==> config.mk <==
export PLATFORM = sky130hd
export DESIGN_NAME = mem_ctrl_mmio
export DESIGN_NICKNAME = d
export VERILOG_FILES = /design/src/rtl/mem_ctrl_mmio.sv
export SDC_FILE = /design/constraint.sdc
export NUM_CORES = 1
export LEC_CHECK = 0
export CAP_MARGIN = 30
export CORE_MARGIN = 10
export CORE_UTILIZATION = 47
export CTS_BUF_LIST = sky130_fd_sc_hd__clkbuf_16
export CTS_CLUSTER_SIZE = 8
export DETAILED_ROUTE_END_ITERATION = 10
export PLACE_DENSITY = 0.8
export REMOVE_ABC_BUFFERS = 1
export SLEW_MARGIN = 20
export SYNTH_ARGS = -nofsm -noshare
export SYNTH_HDL_FRONTEND = slang
export SYNTH_SLANG_ARGS = --single-unit
export TNS_END_PERCENT = 1
==> constraint.sdc <==
create_clock -name wrbk_clk -period 2 [get_ports wrbk_clk]
set_input_delay 0.2 -clock wrbk_clk [delete_from_list [all_inputs] [get_ports wrbk_clk]]
set_output_delay 0.2 -clock wrbk_clk [all_outputs]
set_load 0.01 [all_outputs]
==> src/rtl/mem_ctrl_mmio.sv <==
// A/D/M register and data-memory controller with a uniform-latency M read handshake
// and an MMIO window. Optional write-through forwarding: MEMCTRL_WR_FORWARD_EN.
module mem_ctrl_mmio #(
    parameter int                DATA_W    = 16,
    parameter int                ADDR_W    = 16,
    parameter int                BRAM_LAT  = 1,
    parameter logic [DATA_W-1:0] PC_ADDR   = 16'h0001,
    parameter logic [DATA_W-1:0] MMIO_BASE = 16'h4000,
    parameter int                NUM_MMIO  = 4
) (
    input  logic                       wrbk_clk,
    input  logic                       rst,
    input  logic                       reg_a_en,
    input  logic                       reg_d_en,
    input  logic                       reg_m_en,
    input  logic [DATA_W-1:0]          data_in,
    input  logic [DATA_W-1:0]          program_counter,
    output logic [DATA_W-1:0]          reg_a_out,
    output logic [DATA_W-1:0]          reg_d_out,
    output logic [DATA_W-1:0]          reg_m_out,
    output logic                       m_valid,
    output logic                       stall,
    input  logic [DATA_W-1:0]          bram_douta,
    output logic                       bram_wea,
    output logic [DATA_W-1:0]          bram_dina,
    output logic [ADDR_W-1:0]          bram_addra,
    output logic [NUM_MMIO*DATA_W-1:0] mmio_regs,
    output logic [NUM_MMIO-1:0]        mmio_wr
);
    localparam int CNT_W = 3;
    localparam int IDX_W = (NUM_MMIO > 1) ? $clog2(NUM_MMIO) : 1;

    typedef enum logic { FETCH, VALID } state_t;
    typedef enum logic [1:0] { TGT_BRAM, TGT_PC, TGT_MMIO } tgt_t;

    state_t              state_q, state_d;
    logic [CNT_W-1:0]    cnt_q, cnt_d;
    logic [DATA_W-1:0]   a_q, a_d, d_q, d_d, m_q, m_d, dina_q, dina_d;
    logic                valid_q, valid_d, wea_q, wea_d, addr_pend_q, addr_pend_d;
    logic [ADDR_W-1:0]   addra_q, addra_d;
    logic [DATA_W-1:0]   mmio_q [NUM_MMIO];
    logic [DATA_W-1:0]   mmio_d [NUM_MMIO];
    logic [NUM_MMIO-1:0] mmio_wr_q, mmio_wr_d;

    // Window end is one bit wider so a bank at the top of the space cannot wrap to 0.
    logic [DATA_W:0]   mmio_end;
    logic [IDX_W-1:0]  idx;
    tgt_t              tgt;
    logic [DATA_W-1:0] src;

    assign mmio_end = {1'b0, MMIO_BASE} + (DATA_W+1)'(NUM_MMIO);
    assign idx      = IDX_W'(a_q - MMIO_BASE);

    always_comb begin
        if (a_q == PC_ADDR)
            tgt = TGT_PC;
        else if (a_q >= MMIO_BASE && {1'b0, a_q} < mmio_end)
            tgt = TGT_MMIO;
        else
            tgt = TGT_BRAM;
        case (tgt)
            TGT_PC:   src = program_counter;
            TGT_MMIO: src = mmio_q[idx];
            default:  src = bram_douta;
        endcase
    end

    always_comb begin
        // NOTE: every _d starts from its _q (or idle value) so no path leaves a latch.
        state_d     = state_q;
        cnt_d       = cnt_q;
        a_d         = a_q;
        d_d         = d_q;
        m_d         = m_q;
        valid_d     = valid_q;
        dina_d      = dina_q;
        addra_d     = addra_q;
        mmio_d      = mmio_q;
        wea_d       = 1'b0;
        mmio_wr_d   = '0;
        addr_pend_d = 1'b0;

        if (reg_d_en)
            d_d = data_in;

        if (state_q == FETCH) begin
            if (cnt_q == CNT_W'(1)) begin
                m_d     = src;
                valid_d = 1'b1;
                state_d = VALID;
            end else begin
                cnt_d = cnt_q - CNT_W'(1);
            end
        end else if (!(tgt == TGT_BRAM && wea_q)) begin
            // Hold one cycle while a BRAM write lands, so the pre-write word is not resampled.
            m_d = src;
        end

        // A BRAM write that coincided with an A load kept the old address; move on now.
        if (addr_pend_q)
            addra_d = a_q[ADDR_W-1:0];

        if (reg_m_en) begin
            case (tgt)
                TGT_BRAM: begin
                    wea_d  = 1'b1;
                    dina_d = data_in;
                end
                TGT_MMIO: begin
                    mmio_d[idx]    = data_in;
                    mmio_wr_d[idx] = 1'b1;
                end
                default: ;
            endcase
`ifdef MEMCTRL_WR_FORWARD_EN
            if (tgt != TGT_PC && !reg_a_en) begin
                m_d     = data_in;
                valid_d = 1'b1;
                state_d = VALID;
            end
`else
            valid_d = 1'b0;
            state_d = FETCH;
            cnt_d   = CNT_W'(BRAM_LAT);
`endif
        end

        if (reg_a_en) begin
            a_d     = data_in;
            valid_d = 1'b0;
            state_d = FETCH;
            cnt_d   = CNT_W'(BRAM_LAT);
            if (reg_m_en && tgt == TGT_BRAM)
                addr_pend_d = 1'b1;
            else
                addra_d = data_in[ADDR_W-1:0];
        end
    end

    always_ff @(posedge wrbk_clk) begin
        // NOTE: sequential state uses non-blocking assignments only.
        if (rst) begin
            state_q     <= FETCH;
            cnt_q       <= CNT_W'(BRAM_LAT);
            a_q         <= '0;
            d_q         <= '0;
            m_q         <= '0;
            valid_q     <= 1'b0;
            wea_q       <= 1'b0;
            dina_q      <= '0;
            addra_q     <= '0;
            addr_pend_q <= 1'b0;
            mmio_wr_q   <= '0;
            // NOTE: the MMIO bank is a handful of flops, not RAM, so it is reset like any register.
            for (int i = 0; i < NUM_MMIO; i++)
                mmio_q[i] <= '0;
        end else begin
            state_q     <= state_d;
            cnt_q       <= cnt_d;
            a_q         <= a_d;
            d_q         <= d_d;
            m_q         <= m_d;
            valid_q     <= valid_d;
            wea_q       <= wea_d;
            dina_q      <= dina_d;
            addra_q     <= addra_d;
            addr_pend_q <= addr_pend_d;
            mmio_wr_q   <= mmio_wr_d;
            mmio_q      <= mmio_d;
        end
    end

    for (genvar i = 0; i < NUM_MMIO; i++) begin : g_mmio
        assign mmio_regs[i*DATA_W +: DATA_W] = mmio_q[i];
    end

    assign reg_a_out  = a_q;
    assign reg_d_out  = d_q;
    assign reg_m_out  = m_q;
    assign m_valid    = valid_q;
    assign stall      = !valid_q;
    assign bram_wea   = wea_q;
    assign bram_dina  = dina_q;
    assign bram_addra = addra_q;
    assign mmio_wr    = mmio_wr_q;
endmodule
==> reports/metrics.cfg <==
[detailed_routing]
first_pass_iters=5
wl_per_cell_um=18.9
drt_iter0_drc=349
ant_nets=0
wl_met3_um=1740
highest_layer=met4
wl_met1_um=9170
dr_total_vias=6258
wirelength_um=21600
via_per_inst=5.46
drc=0
route.met2.wl_um=10300

[hold_path]
hp-class=in2reg

[logic_synthesis]
ys_ff_latch=155
synth_ff_type=dfxtp_1
synth-edff-count=0
synth_cell_types=42
synth_top_area_frac=0.464
syn_area_per_cell_um2=8.71
yosys_warnings=0
synth_area_um2=6690
syn_inst=768
yosysSeqAreaShare=0.464
synth_area_leaders=dfxtp_1 46%, mux2i_1 15%, nor2_1 5.7%, nand2_1 5.6%, o21ai_0 4.4%
synth_area_leader_cell=dfxtp_1
synthArstFlopShare=0

[critical_path]
path_cells=nor4_4 > nand4_4 > buf_6 > or3_1 > buf_4 > mux2i_1 > nor2_1
cp_slowest_stage_delay_ns=0.36
required_ns=2.29
crit_family=simple AND/OR/NAND/NOR gates
cp-start-kind=flop
endpoint_kind=flop
worst-setup-path-type=reg2reg
cp_slowest_cell=or3_1
crit_buf_inv=2
crit_fanout=8
cp.arrival_ns=2.24

[timing]
timing.hold.ws_ns=0.140
hold_violations=0
skew_ns=0.00671
slew_headroom=0.676
fmax_mhz=514
tightestPinTransition_ns=0.485
finalCritPeriodShare=0.973
rsz0062_at_grt=yes
tns_ns=0
finalSetupViolCount=0
final_max_slew_viol_count=0
period_needed_ns=1.95

[global_route]
grtUsageTotal=0.213
antenna_found_initial=0
grt_pass1_wl_um=33700
grt_pass1_vias=6021
grt_max_degree=113
grt_overflow=0

[clocking]
clk_latency_ns=0.42
cts_inserted_buffers=17
numClockSinks=155
htree_levels=4
clkSlewWorstSetupHoldPaths_ns=0.06
clockRootBuffer=clkbuf_16
cts_tree=done
clk_path_buf_depth=2

[cells_and_area]
nets=1008
finalCoreUtilization=0.689
final_common_cell=clkdlybuf4s50_1
drive_gt1_frac=0.0859
area_delta_synth_final_pct=43.5
nFillCells=1120
antennaDiodeCount=0
final_cell_mix=201 x clkdlybuf4s50_1, 151 x dfxtp_1, 102 x nor2_1, 100 x nand2_1, 97 x mux2i_1

[power_and_ir_drop]
ir_drop_uv=528
p_leak_nw=3.80
pwr-share-seq=0.451
power.density_nw_per_um2=758
switching_power_mw=1.79
p_int_mw=5.48
comb_power_share=0.136
switching_share=0.247
clockPowerShare=0.413

[job]
maxCapViolations=0

[floorplan]
die_height_um=139
fp.dieArea_um2=19400
ioPinCount=204
core_um2=13900
rows=43
chipWidth_um=139
start_util=0.480

[status]
status=finished, final reports clean

[place]
gp_congestion=0.829
hpwlAfterDp_um=15300
port_buffers=203

per-layer routing:
metal / vias up / track usage
li1: 3015 / -
met1: 2982 / 0.259
met3: 26 / 0.0701
met4: 0 / 0.0774
met5: - / 0
met2: 235 / 0.342
repair_timing:
action	in CTS	in global routing
hold buffers	0	0
setup endpoints to repair	50	67
pin swaps	2	4
gates cloned	0	0
buffers inserted	1	0
resized for setup	2	7
metrics by stage:
step,instances,setup WS (ns),power (mW),area [um^2]
2_1_floorplan,688,-1.74,3.70,6340
3_3_place_gp,1113,0.0100,4.30,9000
3_5_place_dp,1113,-0.133,4.31,9000
4_1_cts,1146,-0.0129,7.32,9570
5_1_grt,1146,-0.0381,7.53,9600
6_report,1146,0.0539,7.27,9600
power by group through the flow:
| stage | Combinational [mW] | Clock [mW] | Sequential [mW] |
|---|---|---|---|
| 2_1_floorplan | 0.282 | 0 | 3.42 |
| 3_3_place_gp | 0.962 | 0 | 3.34 |
| 3_5_place_dp | 0.973 | 0 | 3.34 |
| 4_1_cts | 0.984 | 3.05 | 3.28 |
| 5_1_grt | 1.06 | 3.17 | 3.30 |
| 6_report | 0.987 | 3.00 | 3.28 |
layout make-up:
cell class	count	area [um^2]	share of cell area
clock buffer	17	425	0.0443
clock inverter	15	116	0.0121
inverter	23	86.3	0.00899
multi-input combinational	510	3190	0.333
sequential	155	3110	0.324
tap	180	225	0.0235
timing repair buffer	246	2440	0.254
synth_stat cells, types with 2 or more instances:
cell      instances
nand2_1         100
a221oi_1         16
nor3_1            2
buf_6             5
o22ai_1          16
clkbuf_1         60
nor4_2            2
inv_1            22
ha_1              2
nand2b_1          3
a221o_1          15
buf_1             6
nor2_1          102
o21ai_0          59
buf_2             8
a22o_1            5
a21oi_1          35
or3_1             3
a311oi_1         16
mux2i_1          97
nor4_1            2
nor2b_1          18
dfxtp_1         155
state kept, by name, summed over array words and instances (netlist names):
signal,cells
mmio_regs,64
bram_addra,16
bram_dina,16
reg_a_out,16
reg_d_out,16
reg_m_out,16
mmio_wr,4
cnt_q,3
addr_pend_q,1
bram_wea,1
m_valid,1
state_q,1
cell families (layout without fill, tap and decap cells):
group | after synthesis | in the layout | share of synthesized area
compound gates | 169 | 169 | 0.166
mux | 97 | 97 | 0.145
buf+inv | 103 | 301 | 0.0655
simple gates | 241 | 241 | 0.154
fa+ha+maj | 2 | 2 | 0.00374
xor+xnor | 1 | 1 | 0.00131
flops | 155 | 155 | 0.464
path summary, 6_finish.rpt:
path,depth (start not counted),to,start,slack (ns)
min,2,mmio_regs[1],rst,0.14
max reg2reg,7,mmio_regs[0],reg_a_out[13],0.05
min reg2reg,2,bram_dina[7],bram_dina[7],0.46
max,7,mmio_regs[0],reg_a_out[13],0.05
Note: power is estimated with default switching activity, not from simulation.
